**config.mk**
```make
export PLATFORM = sky130hd
export DESIGN_NAME = irq_arbiter
export DESIGN_NICKNAME = d
export VERILOG_FILES = /design/src/rtl/irq_pkg.sv /design/src/rtl/irq_prio_tree.sv /design/src/rtl/irq_arbiter.sv
export SDC_FILE = /design/constraint.sdc
export NUM_CORES = 1
export LEC_CHECK = 0
export ABC_AREA = 1
export BUFFER_PORTS_ARGS = -buffer_cell sky130_fd_sc_hd__buf_2
export CAP_MARGIN = 20
export CORE_UTILIZATION = 58
export CTS_BUF_LIST = sky130_fd_sc_hd__clkbuf_4
export CTS_CLUSTER_SIZE = 20
export DETAILED_ROUTE_END_ITERATION = 7
export GPL_ROUTABILITY_DRIVEN = 0
export PLACE_DENSITY = 0.95
export SYNTH_ARGS = -nofsm -noshare
export SYNTH_HDL_FRONTEND = slang
export SYNTH_HIERARCHICAL = 1
export SYNTH_SLANG_ARGS = --single-unit
export TNS_END_PERCENT = 30
```
**constraint.sdc**
```tcl
create_clock -name pclk -period 2.5 [get_ports pclk]
set_clock_uncertainty 0.2 [all_clocks]
set_input_delay 0.5 -clock pclk [delete_from_list [all_inputs] [get_ports pclk]]
set_output_delay 0.5 -clock pclk [all_outputs]
set_load 0.01 [all_outputs]
```
**src/rtl/irq_pkg.sv**
```systemverilog
// +----------------------------------------------------------------------+
// | irq_pkg : shared types and constants for the interrupt arbiter        |
// | Rev 1.0                                                               |
// +----------------------------------------------------------------------+
`default_nettype none

package irq_pkg;

  localparam int NUM_SRC = 16;
  localparam int LVL_W   = 3;
  localparam int VEC_W   = 4;
  localparam int TMO_W   = 8;
  localparam int NUM_FLD = 8;

  typedef enum logic [1:0] {
    IDLE    = 2'd0,
    REQ     = 2'd1,
    SERVICE = 2'd2
  } irq_state_e;

  // Adjacent source pairs share one 3-bit priority field.
  function automatic logic [2:0] src_field(input logic [VEC_W-1:0] src);
    return src[3:1];
  endfunction

endpackage

`default_nettype wire

```
**src/rtl/irq_prio_tree.sv**
```systemverilog
// +----------------------------------------------------------------------+
// | irq_prio_tree : 16-input max-level finder, lowest index wins ties     |
// | Rev 1.0                                                               |
// +----------------------------------------------------------------------+
`default_nettype none

module irq_prio_tree
  import irq_pkg::*;
(
  input  logic [NUM_SRC-1:0]       cand,
  input  logic [NUM_SRC*LVL_W-1:0] lvl_flat,
  output logic                     valid,
  output logic [VEC_W-1:0]         vec,
  output logic [LVL_W-1:0]         lvl
);

  // Strict greater-than while scanning upward keeps the lowest index on ties;
  // candidates always carry a non-zero level so starting from 0 is safe.
  always_comb begin
    valid = |cand;
    vec   = '0;
    lvl   = '0;
    for (int s = 0; s < NUM_SRC; s++) begin
      if (cand[s] && (lvl_flat[s*LVL_W +: LVL_W] > lvl)) begin
        vec = VEC_W'(s);
        lvl = lvl_flat[s*LVL_W +: LVL_W];
      end
    end
  end

endmodule

`default_nettype wire

```
**src/rtl/irq_arbiter.sv**
```systemverilog
// +----------------------------------------------------------------------+
// | irq_arbiter : priority arbiter and req/ack/done service sequencer     |
// | Optional service timeout built when IRQ_ARB_TMO_EN is defined.        |
// | Rev 1.0                                                               |
// +----------------------------------------------------------------------+
`default_nettype none

module irq_arbiter
  import irq_pkg::*;
(
  input  logic             pclk,
  input  logic             preset_n,
  input  logic [7:0]       isra,
  input  logic [7:0]       isrb,
  input  logic [7:0]       iera,
  input  logic [7:0]       ierb,
  input  logic [7:0]       ipra,
  input  logic [7:0]       iprb,
  input  logic [7:0]       iprc,
  input  logic [7:0]       iprd,
  input  logic [7:0]       syscr,
  input  logic [7:0]       tmo,
  input  logic             irq_ack,
  input  logic             irq_done,
  output logic             irq_req,
  output logic [VEC_W-1:0] irq_vec,
  output logic [LVL_W-1:0] irq_lvl,
  output logic             in_service,
  output logic             tmo_err
);

  logic [NUM_SRC-1:0]       pend;
  logic [NUM_SRC-1:0]       en;
  logic [NUM_SRC-1:0]       cand;
  logic [NUM_SRC*LVL_W-1:0] src_lvl;
  logic [LVL_W-1:0]         fld [NUM_FLD];

  logic                     win_valid;
  logic [VEC_W-1:0]         win_vec;
  logic [LVL_W-1:0]         win_lvl;
  logic                     expire;
  logic                     unused_bits;

  irq_state_e       state_q, state_d;
  logic [VEC_W-1:0] vec_q, vec_d;
  logic [LVL_W-1:0] lvl_q, lvl_d;
  logic             req_q, req_d;
  logic             svc_q, svc_d;
  logic             err_q, err_d;

  assign pend = {isrb, isra};
  assign en   = {ierb, iera};

  assign fld[0] = ipra[2:0];
  assign fld[1] = ipra[6:4];
  assign fld[2] = iprb[2:0];
  assign fld[3] = iprb[6:4];
  assign fld[4] = iprc[2:0];
  assign fld[5] = iprc[6:4];
  assign fld[6] = iprd[2:0];
  assign fld[7] = iprd[6:4];

  for (genvar s = 0; s < NUM_SRC; s++) begin : g_src
    assign src_lvl[s*LVL_W +: LVL_W] = fld[src_field(VEC_W'(s))];
    assign cand[s] = pend[s] & en[s] & (|src_lvl[s*LVL_W +: LVL_W]);
  end

  irq_prio_tree u_prio_tree (
    .cand     (cand),
    .lvl_flat (src_lvl),
    .valid    (win_valid),
    .vec      (win_vec),
    .lvl      (win_lvl)
  );

`ifdef IRQ_ARB_TMO_EN
  logic [TMO_W-1:0] cnt_q, cnt_d;

  // A zero count means this service runs without a deadline.
  always_comb begin
    cnt_d = cnt_q;
    if (state_q == REQ && irq_ack) begin
      cnt_d = syscr[0] ? tmo : '0;
    end else if (state_q == SERVICE) begin
      if (irq_done || cnt_q <= TMO_W'(1)) cnt_d = '0;
      else                                cnt_d = cnt_q - 1'b1;
    end
  end

  always_ff @(posedge pclk or negedge preset_n) begin
    if (!preset_n) cnt_q <= '0;
    else           cnt_q <= cnt_d;
  end

  assign expire      = (state_q == SERVICE) && (cnt_q == TMO_W'(1));
  assign unused_bits = ^{syscr[7:1], ipra[7], ipra[3], iprb[7], iprb[3],
                         iprc[7], iprc[3], iprd[7], iprd[3]};
`else
  assign expire      = 1'b0;
  assign unused_bits = ^{syscr, tmo, ipra[7], ipra[3], iprb[7], iprb[3],
                         iprc[7], iprc[3], iprd[7], iprd[3]};
`endif

  always_comb begin
    state_d = state_q;
    vec_d   = vec_q;
    lvl_d   = lvl_q;
    err_d   = 1'b0;
    case (state_q)
      IDLE: begin
        if (win_valid) begin
          state_d = REQ;
          vec_d   = win_vec;
          lvl_d   = win_lvl;
        end
      end
      REQ: begin
        if (irq_ack) begin
          state_d = SERVICE;
        end else if (!cand[vec_q]) begin
          state_d = IDLE;
          vec_d   = '0;
          lvl_d   = '0;
        end else if (win_valid && (win_lvl > lvl_q)) begin
          vec_d = win_vec;
          lvl_d = win_lvl;
        end
      end
      SERVICE: begin
        // Done has priority over a coincident expiry.
        if (irq_done || expire) begin
          state_d = IDLE;
          vec_d   = '0;
          lvl_d   = '0;
          err_d   = ~irq_done;
        end
      end
      default: begin
        state_d = IDLE;
        vec_d   = '0;
        lvl_d   = '0;
      end
    endcase
    req_d = (state_d == REQ);
    svc_d = (state_d == SERVICE);
  end

  always_ff @(posedge pclk or negedge preset_n) begin
    if (!preset_n) begin
      state_q <= IDLE;
      vec_q   <= '0;
      lvl_q   <= '0;
      req_q   <= 1'b0;
      svc_q   <= 1'b0;
      err_q   <= 1'b0;
    end else begin
      state_q <= state_d;
      vec_q   <= vec_d;
      lvl_q   <= lvl_d;
      req_q   <= req_d;
      svc_q   <= svc_d;
      err_q   <= err_d;
    end
  end

  assign irq_req    = req_q;
  assign irq_vec    = vec_q;
  assign irq_lvl    = lvl_q;
  assign in_service = svc_q;
  assign tmo_err    = err_q;

endmodule

`default_nettype wire

```
==> metrics.log, run 1 <==
[metrics] placed wire-length estimate: 10000 um
[metrics] height of the die: 74.1 um
[metrics] placement-stage cell area: 4480 um2
[metrics] Mapped Avg Cell Area: 5.99 um2
[metrics] buffers inserted during post-CTS setup optimization: 23
[metrics] register bit total from synthesis: 11
[metrics] maximum number of buffers from clock root to sink: 2
[metrics] x dimension of the die: 74.1 um
[metrics] clock net sink count: 11
[metrics] Starting Density: 62.2%
[metrics] status: stopped before the end
[metrics] Placed Cells incl. Taps: 764
[metrics] tool error: [ERROR DPL-0038] Utilization greater than 100%, impossible to legalize
[metrics] Clock Tree Root: sky130_fd_sc_hd__clkbuf_4
[metrics] I/O Pins: 94
[metrics] Placement Rows: 25
[metrics] CTS H-tree depth: 1
[metrics] number of buffers added on ports: 68
[metrics] total clock buffers created by CTS: 3
[metrics] Exit stage: clock tree synthesis (4_1_cts)
[metrics] Cells after Synth: 503
[metrics] post-CTS resize count: 63
[metrics] count of hold-fix buffers inserted at cts: 1
[metrics] Synth Cell Area: 3020 um2
[metrics] count of distinct cell types in the synthesized netlist: 35
[metrics] number of nets in the synthesized netlist: 610
[metrics] synthesis warning total: 6
[metrics] sequential cell area fraction in the yosys report: 9.13%
## kinds of logic after synthesis
logic type	synth area share [%]
compound gates	15.5
fa+ha+maj	9.54
buf+inv	14.1
flops	9.13
other cells	0.124
simple gates	51.6
## cells in the mapped netlist
library cell	count	area share, %
sky130_fd_sc_hd__a211oi_1	1	0.25
sky130_fd_sc_hd__a21boi_0	5	1.2
sky130_fd_sc_hd__a21boi_4	1	0.62
sky130_fd_sc_hd__a21oi_1	14	2.3
sky130_fd_sc_hd__a21oi_2	1	0.29
sky130_fd_sc_hd__a31oi_1	2	0.41
sky130_fd_sc_hd__and2_1	2	0.41
sky130_fd_sc_hd__buf_12	1	0.66
sky130_fd_sc_hd__buf_4	2	0.50
sky130_fd_sc_hd__buf_6	1	0.37
sky130_fd_sc_hd__conb_1	1	0.12
sky130_fd_sc_hd__dfrtp_1	11	9.1
sky130_fd_sc_hd__ha_1	23	9.5
sky130_fd_sc_hd__inv_1	95	12
sky130_fd_sc_hd__inv_2	4	0.50
sky130_fd_sc_hd__inv_6	1	0.29
sky130_fd_sc_hd__nand2_1	112	14
sky130_fd_sc_hd__nand2_2	19	3.9
sky130_fd_sc_hd__nand2_4	20	7.5
sky130_fd_sc_hd__nand3_1	44	7.3
sky130_fd_sc_hd__nand3_2	20	6.6
sky130_fd_sc_hd__nand3b_1	10	2.5
sky130_fd_sc_hd__nand4_1	5	1.0
sky130_fd_sc_hd__nor2_1	40	5.0
sky130_fd_sc_hd__nor2_2	1	0.21
sky130_fd_sc_hd__nor3_1	4	0.66
sky130_fd_sc_hd__nor4_1	4	0.83
sky130_fd_sc_hd__o21a_1	9	2.2
sky130_fd_sc_hd__o21ai_0	22	3.7
sky130_fd_sc_hd__o21ai_1	7	1.2
sky130_fd_sc_hd__o21ai_2	3	0.87
sky130_fd_sc_hd__o22ai_1	5	1.0
sky130_fd_sc_hd__o31ai_1	2	0.50
sky130_fd_sc_hd__o32ai_1	3	0.87
sky130_fd_sc_hd__or2_2	8	1.7
## metrics by stage
stage          setup slack, ns  hold slack [ns]  setup TNS (ns)
2_1_floorplan           -13.06          0.00441          -91.41
3_3_place_gp            -13.25            0.164          -92.72
3_5_place_dp            -14.88            0.173         -104.04
==> inputs of run 2 (changes only) <==
--- a/config.mk
+++ b/config.mk
@@ -8,12 +8,10 @@
 export ABC_AREA = 1
 export BUFFER_PORTS_ARGS = -buffer_cell sky130_fd_sc_hd__buf_2
 export CAP_MARGIN = 20
-export CORE_UTILIZATION = 58
-export CTS_BUF_LIST = sky130_fd_sc_hd__clkbuf_4
-export CTS_CLUSTER_SIZE = 20
+export CORE_UTILIZATION = 40
 export DETAILED_ROUTE_END_ITERATION = 7
 export GPL_ROUTABILITY_DRIVEN = 0
-export PLACE_DENSITY = 0.95
+export PLACE_DENSITY_LB_ADDON = 0.15
 export SYNTH_ARGS = -nofsm -noshare
 export SYNTH_HDL_FRONTEND = slang
 export SYNTH_HIERARCHICAL = 1
==> run 2 against run 1 <==
The flow now finishes, with violations (negative setup slack). Synthesized cell count unchanged. Synthesized area unchanged.
==> metrics.log, run 2 <==
[metrics] status: complete, but fails checks
[metrics] failing checks: negative setup slack
[metrics] kind of start point of the critical path: primary input
[metrics] P per Cell Area: 584 nW/um2
[metrics] x dimension of the die: 88.8 um
[metrics] Critical Path Fanout Max: 7
[metrics] cell type with the highest aggregate area in the netlist: sky130_fd_sc_hd__nand2_1
[metrics] Crit path buffers/inverters: 13
[metrics] Critical Path Max Stage Delay: 0.29 ns
[metrics] clock share of power: 5.6%
[metrics] cell repeated most along the worst path: sky130_fd_sc_hd__nand2_2
[metrics] synth cell count leaders: sky130_fd_sc_hd__nand2_1 (112), sky130_fd_sc_hd__inv_1 (95), sky130_fd_sc_hd__nand3_1 (44)
[metrics] nets: 867
[metrics] I/O Pins: 94
[metrics] per-cell routed wire length: 12.4 um
[metrics] total wirelength of the detailed-routed design: 10600 um
[metrics] placed wire-length estimate: 7400 um
[metrics] Placed Cells incl. Taps: 807
[metrics] leakage: 3.10 nW
[metrics] data arrival at the endpoint of the critical path: 15.66 ns
[metrics] setup repair after global routing missed its margin: true
[metrics] Total GRT Usage: 25.9%
[metrics] final core utilization: 76.1%
[metrics] gr ovfl total: 0
[metrics] clock tree from TritonCTS: yes
[metrics] Sequential Power Share: 11.9%
[metrics] maximum number of buffers from clock root to sink: 2
[metrics] final hold slack: 0.272 ns
[metrics] flip-flop count of the largest register, all copies and words added: 4
[metrics] post-CTS clock slew at the launch and capture registers of the worst setup and hold paths: 0.05 ns
[metrics] post-synthesis async set-or-reset flop share: 100%
[metrics] Mapped Avg Cell Area: 5.99 um2
[metrics] kind of cell adding the most delay to the critical path: simple AND/OR/NAND/NOR gates
[metrics] antenna violations before repair: 0
[metrics] count of flip-flops with a built-in enable after synthesis: 0
[metrics] area of the core: 7250 um2
[metrics] worst setup path class: primary input to flip-flop
[metrics] Skew-Pair Late Insertion Delay: 0.24 ns
[metrics] most used flip-flop cell after synthesis: sky130_fd_sc_hd__dfrtp_1
[metrics] area added between synthesis and finish: 83.1%
[metrics] total of fill cells in the finished design: 564
[metrics] fraction of layout instances using a drive strength above 1: 55.7%
[metrics] initial detailed-routing violation count: 142
[metrics] required time at the endpoint of the critical path: 2.47 ns
[metrics] Pint: 1.67 mW
[metrics] footprint of the multi-input gates: 2950 um2
[metrics] Clock Tree Root: sky130_fd_sc_hd__clkbuf_8
[metrics] combinational power share: 82.6%
[metrics] Remaining DRCs: 0
[metrics] number of buffers added on ports: 68
[metrics] sequential cell area fraction in the yosys report: 9.13%
[metrics] number of nets in the synthesized netlist: 610
[metrics] wire length of the first global-routing pass: 16600 um
[metrics] Die ar.: 7890 um2
[metrics] commonest non-fill, non-tap cell in the layout: sky130_fd_sc_hd__buf_4
[metrics] period utilization: 628%
[metrics] Synth Cell Area: 3020 um2
[metrics] placement-stage cell area: 4600 um2
[metrics] Slew headroom: 64.5%
[metrics] clock net sink count: 11
[metrics] via density per instance: 4.86
[metrics] Fin. Hold Viols: 0
[metrics] total clock buffers created by CTS: 3
[metrics] switching power of the nets: 1.55 mW
[metrics] Starting Density: 41.6%
[metrics] largest net degree at the start of global routing: 12
[metrics] Fmax: 63.7 MHz
[metrics] count of distinct cell types in the synthesized netlist: 35
[metrics] Placement Rows: 31
[metrics] final setup violation count: 7
[metrics] min setup slack post-route: -13.19 ns
[metrics] number of maximum-capacitance violations: 0
[metrics] Worst VDD drop: 0.318 mV
[metrics] Slowest cell on crit path: sky130_fd_sc_hd__ha_4
[metrics] post-layout instance count excluding filler cells: 858
[metrics] slew at the pin with the worst max-slew slack: 0.530 ns
[metrics] switching part of the total: 48.1%
[metrics] number of detailed-routing iterations run before antenna repair: 4
[metrics] final critical-path required period: 15.69 ns
[metrics] routed via count: 4171
[metrics] commonest cells after routing, fill and taps aside: sky130_fd_sc_hd__buf_4 (185), sky130_fd_sc_hd__nand2_1 (93), sky130_fd_sc_hd__inv_1 (91)
[metrics] Cells after Synth: 503
[metrics] most numerous cell in the Yosys netlist: sky130_fd_sc_hd__nand2_1
[metrics] synthesis warning total: 6
[metrics] CTS H-tree depth: 1
[metrics] main area contributors after synthesis: sky130_fd_sc_hd__nand2_1 (14%), sky130_fd_sc_hd__inv_1 (12%), sky130_fd_sc_hd__ha_1 (9.5%)
[metrics] Slew Limit Fails: 0
[metrics] sort of element at the end of the critical path: flip-flop
[metrics] height of the die: 88.8 um
[metrics] register bit total from synthesis: 11
[metrics] class of the tightest hold or removal check: primary input to flip-flop
[metrics] count of antenna-violating nets left after detailed routing: 0
[metrics] number of global-route vias before repair: 4029
[metrics] Non-Filler Cell Area, Final: 5520 um2
[metrics] area share of the leading cell type in the synthesized netlist: 13.9%
[metrics] sequential cell area in the final layout: 275 um2
[metrics] diode count: 0
## run 2: path summary, 6_finish.rpt
check	start	depth (start not counted)	slack, ns	end
max in group asynchronous	preset_n	2	1.43	irq_vec[0]$_DFFE_PN0P_
min in group asynchronous	preset_n	2	0.46	irq_lvl[1]$_DFFE_PN0P_
worst max register to register	state_q[1]$_DFF_PN0_	7	0.56	irq_vec[0]$_DFFE_PN0P_
worst min-delay path	irq_done	2	0.27	in_service$_DFF_PN0_
worst max-delay path	ipra[0]	121	-13.19	irq_vec[0]$_DFFE_PN0P_
worst min register to register	irq_lvl[1]$_DFFE_PN0P_	2	0.33	irq_lvl[1]$_DFFE_PN0P_
## run 2: cell type report
type / count / area share (%)
Timing Repair Buffer: 255 / 31.7
Sequential cell: 11 / 4.99
Clock buffer: 4 / 0.816
Inverter: 100 / 6.89
Tap cell: 99 / 2.24
Multi-Input combinational cell: 389 / 53.4
## run 2: timing repair
action / CTS / global route
hold endpoints to repair: 11 / 0
pin swaps: 30 / 19
hold buffers: 1 / 0
gates resized for setup: 46 / 37
buffers inserted: 37 / 8
gates cloned: 1 / 0
endpoints found under the setup margin: 7 / 7
## run 2: layer usage
layer	wire length, um	GRT usage, %	vias to the layer above	share of wire, %
met3	295	1.40	16	2.8
met5	0	0	-	0
met4	141	4.69	0	1.3
met2	5660	51.2	100	53
li1	-	-	2145	-
met1	4520	30.7	1910	43
## run 2: cell families (layout without fill, tap and decap cells)
kind of cell	after synthesis	after routing	synth area share [%]
AND/OR/NAND/NOR	289	290	51.6
buffers and inverters	104	359	14.1
AO/OA/AOI/OAI	75	75	15.5
adder cells (fa/ha/maj)	23	23	9.54
flip-flops	11	11	9.13
other	1	1	0.124
## run 2: power by group through the flow
stage                     clock (mW)  sequential (mW)  combinational, mW
after floorplan                    0            0.348               1.35
after global placement             0            0.374               1.85
after detailed placement           0            0.376               1.92
after CTS                      0.181            0.374               2.32
after global routing           0.191            0.398               2.90
final                          0.179            0.383               2.66
## run 2: through the flow
step | total power [mW] | worst slack, ns | TNS (ns)
global placement | 2.23 | -13.52 | -94.53
CTS | 2.87 | -12.88 | -90.10
detailed placement | 2.29 | -14.04 | -98.21
floorplan | 1.69 | -13.06 | -91.41
global route | 3.49 | -14.05 | -98.06
finish | 3.22 | -13.19 | -91.99
(Power assumes the default switching activity.)
==> inputs of run 3 (changes only) <==
--- a/config.mk
+++ b/config.mk
@@ -5,9 +5,9 @@
 export SDC_FILE = /design/constraint.sdc
 export NUM_CORES = 1
 export LEC_CHECK = 0
-export ABC_AREA = 1
 export BUFFER_PORTS_ARGS = -buffer_cell sky130_fd_sc_hd__buf_2
 export CAP_MARGIN = 20
+export CORE_MARGIN = 2
 export CORE_UTILIZATION = 40
 export DETAILED_ROUTE_END_ITERATION = 7
 export GPL_ROUTABILITY_DRIVEN = 0
==> run 3 against run 2 <==
The run still ends with negative setup slack left. Via count rose by 12%. First-iteration DRC count rose by 68%. Sequential power rose by 3%. Synthesized cell count fell by 12%. Cell count fell by 1.4%. Routed wire length rose by 24%. Global-route usage rose by 2.9 points. Core utilization rose by 2.5 points. Worst hold slack got worse by 0.0063 ns. Critical path type unchanged. Largest power group unchanged.
==> metrics.log, run 3 <==
[metrics] Slowest cell on crit path: sky130_fd_sc_hd__or4b_4
[metrics] post-CTS clock slew at the launch and capture registers of the worst setup and hold paths: 0.05 ns
[metrics] Worst VDD drop: 0.337 mV
[metrics] Non-Filler Cell Area, Final: 5980 um2
[metrics] count of flip-flops with a built-in enable after synthesis: 0
[metrics] Fin. Hold Viols: 0
[metrics] required time at the endpoint of the critical path: 2.48 ns
[metrics] maximum number of buffers from clock root to sink: 2
[metrics] number of detailed-routing iterations run before antenna repair: 5
[metrics] number of global-route vias before repair: 4589
[metrics] height of the die: 91.8 um
[metrics] Die ar.: 8420 um2
[metrics] area share of the leading cell type in the synthesized netlist: 9.34%
[metrics] Total GRT Usage: 28.8%
[metrics] total of fill cells in the finished design: 553
[metrics] I/O Pins: 94
[metrics] Skew-Pair Late Insertion Delay: 0.25 ns
[metrics] worst slack, placed: -18.51 ns
[metrics] commonest cells after routing, fill and taps aside: sky130_fd_sc_hd__buf_4 (232), sky130_fd_sc_hd__buf_2 (65), sky130_fd_sc_hd__nand2_1 (52)
[metrics] area added between synthesis and finish: 94.1%
[metrics] sequential cell area in the final layout: 275 um2
[metrics] end point of the critical path: irq_lvl[2]$_DFFE_PN0P_
[metrics] Fmax: 48.8 MHz
[metrics] placement-stage cell area: 5200 um2
[metrics] class of the tightest hold or removal check: primary input to flip-flop
[metrics] clock net sink count: 11
[metrics] sum of internal, switching and leakage power: 3.16 mW
[metrics] Cells after Synth: 445
[metrics] antenna violations before repair: 0
[metrics] area of the core: 7610 um2
[metrics] depth of the most critical reg-to-reg path: 8
[metrics] final setup violation count: 7
[metrics] number of maximum-capacitance violations: 0
[metrics] Mapped Avg Cell Area: 6.93 um2
[metrics] most used flip-flop cell after synthesis: sky130_fd_sc_hd__dfrtp_1
[metrics] period utilization: 820%
[metrics] post-layout instance count excluding filler cells: 846
[metrics] Placed Cells incl. Taps: 794
[metrics] Placement Rows: 32
[metrics] Slew Limit Fails: 0
[metrics] fraction of layout instances using a drive strength above 1: 57.5%
[metrics] main area contributors after synthesis: sky130_fd_sc_hd__ha_1 (9.3%), sky130_fd_sc_hd__dfrtp_1 (8.9%), sky130_fd_sc_hd__nand2_1 (7.8%)
[metrics] total clock buffers created by CTS: 3
[metrics] final critical-path required period: 20.50 ns
[metrics] via density per instance: 5.54
[metrics] gr ovfl total: 0
[metrics] slew at the pin with the worst max-slew slack: 0.637 ns
[metrics] cell repeated most along the worst path: sky130_fd_sc_hd__ha_4
[metrics] Starting Density: 40.5%
[metrics] clock tree from TritonCTS: yes
[metrics] number of buffers added on ports: 68
[metrics] cell type with the highest aggregate area in the netlist: sky130_fd_sc_hd__ha_1
[metrics] routed via count: 4690
[metrics] footprint of the multi-input gates: 3300 um2
[metrics] most numerous cell in the Yosys netlist: sky130_fd_sc_hd__nand2_1
[metrics] Synth Cell Area: 3080 um2
[metrics] number of nets in the synthesized netlist: 552
[metrics] per-cell routed wire length: 15.5 um
[metrics] register bit total from synthesis: 11
[metrics] reg-to-reg setup timing slack: 0.13 ns
[metrics] worst setup path class: primary input to flip-flop
[metrics] CTS H-tree depth: 1
[metrics] status: complete, but fails checks
[metrics] leakage: 2.88 nW
[metrics] x dimension of the die: 91.8 um
[metrics] synth cell count leaders: sky130_fd_sc_hd__nand2_1 (64), sky130_fd_sc_hd__nor2_1 (42), sky130_fd_sc_hd__inv_1 (32)
[metrics] endpoint of the worst-slack reg-to-reg timing path: irq_lvl[2]$_DFFE_PN0P_
[metrics] Critical Path Fanout Max: 7
[metrics] count of antenna-violating nets left after detailed routing: 0
[metrics] flip-flop count of the largest register, all copies and words added: 4
[metrics] Slew headroom: 57.4%
[metrics] final core utilization: 78.6%
[metrics] Setup crit start: ipra[0]
[metrics] setup repair after global routing missed its margin: true
[metrics] count of distinct cell types in the synthesized netlist: 78
[metrics] diode count: 0
[metrics] Sum Neg Setup Slack: -125.87 ns
[metrics] initial detailed-routing violation count: 238
[metrics] data arrival at the endpoint of the critical path: 20.48 ns
[metrics] Critical Path Max Stage Delay: 0.55 ns
[metrics] Clock Tree Root: sky130_fd_sc_hd__clkbuf_8
[metrics] min setup slack post-route: -18.00 ns
[metrics] final hold slack: 0.266 ns
[metrics] total wirelength of the detailed-routed design: 13100 um
[metrics] commonest non-fill, non-tap cell in the layout: sky130_fd_sc_hd__buf_4
[metrics] sequential cell area fraction in the yosys report: 8.93%
[metrics] synthesis warning total: 6
[metrics] largest net degree at the start of global routing: 15
[metrics] post-synthesis async set-or-reset flop share: 100%
[metrics] sort of element at the end of the critical path: flip-flop
[metrics] wire length of the first global-routing pass: 20400 um
[metrics] P per Cell Area: 529 nW/um2
[metrics] kind of start point of the critical path: primary input
[metrics] origin of the critical flop-to-flop path: irq_lvl[1]$_DFFE_PN0P_
[metrics] Remaining DRCs: 0
[metrics] nets: 852
[metrics] failing checks: negative setup slack
[metrics] placed wire-length estimate: 9660 um
[run 3: cell count changes after synthesis, moves of 13 or more]
cell and delta:
sky130_fd_sc_hd__nand2_1 -48, sky130_fd_sc_hd__nor3_1 +13, sky130_fd_sc_hd__nand3_1 -24, sky130_fd_sc_hd__nand3_2 -20
sky130_fd_sc_hd__nand2_2 -19, sky130_fd_sc_hd__nand2_4 -20, sky130_fd_sc_hd__inv_1 -63
[run 3: worst min-delay path by stage]
stage	from	to	cells after the start
after floorplan	preset_n	in_service$_DFF_PN0_	0
after global placement	preset_n	irq_req$_DFF_PN0_	1
after detailed placement	preset_n	irq_req$_DFF_PN0_	1
after CTS	irq_done	in_service$_DFF_PN0_	2
after global routing	irq_done	in_service$_DFF_PN0_	2
final	irq_done	in_service$_DFF_PN0_	2
[run 3: per-layer routing]
metal / routed length (um) / track usage, % / up-vias
li1: - / - / 2299
met1: 5350 / 35.7 / 2209
met2: 6910 / 55.3 / 152
met3: 633 / 0.657 / 30
met4: 240 / 5.85 / 0
met5: 0 / 0 / -
[run 3: cells by family after synthesis]
logic type / synth area share (%)
AND/OR/NAND/NOR: 32.7
AO/OA/AOI/OAI: 37.7
buffers and inverters: 5.32
adder cells (fa/ha/maj): 13.0
flip-flops: 8.93
multiplexers: 2.15
other: 0.122
[run 3: what timing repair did]
action / CTS / global route
setup endpoints to repair: 9 / 9
buffers inserted: 28 / 19
gates cloned: 0 / 0
resized for setup: 24 / 49
pin swaps: 48 / 87
hold buffers: 1 / 0
hold endpoints to repair: 11 / 0
[run 3: power by group]
group          switching [mW]  internal, mW
Clock                  0.0767         0.110
Sequential              0.136         0.258
Combinational            1.18          1.40
Total                    1.39          1.77
[run 3: area by class of cell]
type | count | area share [%]
clock buffer | 3 | 0.690
clock inverter | 1 | 0.0837
inverter | 32 | 2.01
multi-input combinational | 396 | 55.2
sequential | 11 | 4.60
tap | 102 | 2.13
timing repair buffer | 301 | 35.3
[run 3: worst max-delay path, delay by kind of cell]
kind / cells / cell delay [ns]
buffers and inverters: 4 / 0.45
multiplexers: 5 / 1.55
AO/OA/AOI/OAI: 40 / 7.54
adder cells (fa/ha/maj): 21 / 5.59
AND/OR/NAND/NOR: 37 / 4.85
==> inputs of run 4 (changes only) <==
--- a/config.mk
+++ b/config.mk
@@ -8,7 +8,7 @@
 export BUFFER_PORTS_ARGS = -buffer_cell sky130_fd_sc_hd__buf_2
 export CAP_MARGIN = 20
 export CORE_MARGIN = 2
-export CORE_UTILIZATION = 40
+export CORE_UTILIZATION = 30
 export DETAILED_ROUTE_END_ITERATION = 7
 export GPL_ROUTABILITY_DRIVEN = 0
 export PLACE_DENSITY_LB_ADDON = 0.15
==> run 4 against run 3 <==
The run still ends with negative setup slack left. Critical endpoint is now irq_lvl[1]$_DFFE_PN0P_. Flip-flop and latch count stayed put. Largest cell class unchanged. Power is 6.2% lower. Combinational power is 7% lower.
==> metrics.log, run 4 (synthesis results as in run 3) <==
[metrics] status: complete, but fails checks
[metrics] failing checks: negative setup slack
[metrics] per-cell routed wire length: 14.3 um
[metrics] CTS H-tree depth: 1
[metrics] Critical Path Fanout Max: 7
[metrics] area added between synthesis and finish: 89.5%
[metrics] clock share of power: 5.8%
[metrics] class of the tightest hold or removal check: primary input to flip-flop
[metrics] Skew-Pair Late Insertion Delay: 0.23 ns
[metrics] Pint: 1.68 mW
[metrics] Fmax: 49.8 MHz
[metrics] Worst VDD drop: 0.326 mV
[metrics] antenna violations before repair: 0
[metrics] height of the die: 105 um
[metrics] sort of element at the end of the critical path: flip-flop
[metrics] Remaining DRCs: 0
[metrics] count of antenna-violating nets left after detailed routing: 0
[metrics] commonest non-fill, non-tap cell in the layout: sky130_fd_sc_hd__buf_4
[metrics] clock net sink count: 11
[metrics] number of maximum-capacitance violations: 0
[metrics] total wirelength of the detailed-routed design: 12400 um
[metrics] Non-Filler Cell Area, Final: 5840 um2
[metrics] Die ar.: 11100 um2
[metrics] I/O Pins: 94
[metrics] kind of start point of the critical path: primary input
[metrics] gr ovfl total: 0
[metrics] worst setup path class: primary input to flip-flop
[metrics] switching part of the total: 43.4%
[metrics] Placement Rows: 36
[metrics] nets: 836
[metrics] commonest cells after routing, fill and taps aside: sky130_fd_sc_hd__buf_4 (215), sky130_fd_sc_hd__buf_2 (65), sky130_fd_sc_hd__nand2_1 (52)
[metrics] Clock Tree Root: sky130_fd_sc_hd__clkbuf_8
[metrics] switching power of the nets: 1.29 mW
[metrics] final critical-path required period: 20.10 ns
[metrics] number of global-route vias before repair: 4409
[metrics] largest net degree at the start of global routing: 15
[metrics] combinational power share: 80.8%
[metrics] min setup slack post-route: -17.60 ns
[metrics] placed wire-length estimate: 9980 um
[metrics] post-CTS clock slew at the launch and capture registers of the worst setup and hold paths: 0.05 ns
[metrics] period utilization: 804%
[metrics] number of detailed-routing iterations run before antenna repair: 6
[metrics] cell repeated most along the worst path: sky130_fd_sc_hd__ha_4
[metrics] maximum number of buffers from clock root to sink: 2
[metrics] fraction of layout instances using a drive strength above 1: 55.1%
[metrics] total clock buffers created by CTS: 3
[metrics] flip-flop count of the largest register, all copies and words added: 4
[metrics] data arrival at the endpoint of the critical path: 20.07 ns
[metrics] number of buffers added on ports: 68
[metrics] via density per instance: 5.23
[metrics] final setup violation count: 7
[metrics] Critical Path Max Stage Delay: 0.55 ns
[metrics] Slowest cell on crit path: sky130_fd_sc_hd__or4b_4
[metrics] placement-stage cell area: 5290 um2
[metrics] x dimension of the die: 105 um
[metrics] Fin. Hold Viols: 0
[metrics] P per Cell Area: 508 nW/um2
[metrics] wire length of the first global-routing pass: 19800 um
[metrics] leakage: 2.76 nW
[metrics] required time at the endpoint of the critical path: 2.47 ns
[metrics] Total GRT Usage: 21.2%
[metrics] Starting Density: 31.2%
[metrics] Sum Neg Setup Slack: -123.14 ns
[metrics] total of fill cells in the finished design: 893
[metrics] setup repair after global routing missed its margin: true
[metrics] diode count: 0
[metrics] Sequential Power Share: 13.3%
[metrics] clock tree from TritonCTS: yes
[metrics] initial detailed-routing violation count: 238
[metrics] Slew Limit Fails: 0
[metrics] area of the core: 9860 um2
[metrics] routed via count: 4504
==> run 4: cell count changes in the layout (fill, tap and decap cells not counted), sizes merged <==
cell | before | now
buf | 300 | 284
clkinv | 1 | 0
clkbuf | 3 | 4
==> run 4: critical path: cells and delay by family <==
family          cells  cell delay (ns)
compound gates     38             6.62
fa+ha+maj          23             6.08
buf+inv             6             0.38
simple gates       38             4.88
mux                 5             1.56
==> run 4: per-layer routing <==
| metal | wire length [um] | GRT usage, % |
|---|---|---|
| met1 | 5480 | 26.3 |
| met2 | 6220 | 39.8 |
| met3 | 382 | 0.989 |
| met4 | 270 | 4.86 |
| met5 | 0 | 0 |
==> run 4: path summary, 6_finish.rpt <==
kind	from	to	slack [ns]	depth (start not counted)
worst max-delay path	ipra[0]	irq_lvl[1]$_DFFE_PN0P_	-17.60	110
worst min-delay path	irq_done	in_service$_DFF_PN0_	0.30	2
worst max register to register	irq_vec[0]$_DFFE_PN0P_	irq_lvl[1]$_DFFE_PN0P_	0.21	6
worst min register to register	irq_lvl[2]$_DFFE_PN0P_	irq_lvl[2]$_DFFE_PN0P_	0.34	1
max in group asynchronous	preset_n	state_q[1]$_DFF_PN0_	1.40	2
min in group asynchronous	preset_n	in_service$_DFF_PN0_	0.50	2
==> run 4: area by class of cell <==
cell class / instances / area, um2 / share of cell area [%]
Timing Repair Buffer: 285 / 2000 / 34.2
Tap cell: 133 / 166 / 2.85
Clock buffer: 4 / 45.0 / 0.771
Multi-Input combinational cell: 396 / 3230 / 55.4
Sequential cell: 11 / 275 / 4.71
Inverter: 32 / 120 / 2.06
==> run 4: power groups by stage <==
stage / registers (mW) / logic, mW / clock network (mW)
2_1_floorplan: 0.343 / 1.28 / 0
3_3_place_gp: 0.390 / 2.03 / 0
3_5_place_dp: 0.396 / 2.08 / 0
4_1_cts: 0.395 / 2.20 / 0.176
5_1_grt: 0.414 / 2.63 / 0.185
6_report: 0.395 / 2.40 / 0.173
==> run 4: timing repair <==
item,CTS,global route
resized for setup,20,44
buffers inserted,13,11
endpoints found under the hold margin,11,0
hold buffers,1,0
pin swaps,34,75
endpoints found under the setup margin,9,9
==> run 4: through the flow <==
step                hold slack [ns]  utilization [%]  worst slack [ns]  total power, mW  std cells
floorplan                   0.00441                -            -17.15             1.62        445
global placement              0.179             53.6            -17.83             2.42        832
detailed placement            0.179             53.6            -18.24             2.47        832
CTS                           0.274             56.4            -17.51             2.77        850
global route                  0.291             59.2            -18.48             3.23        861
finish                        0.296             59.2            -17.60             2.97        861
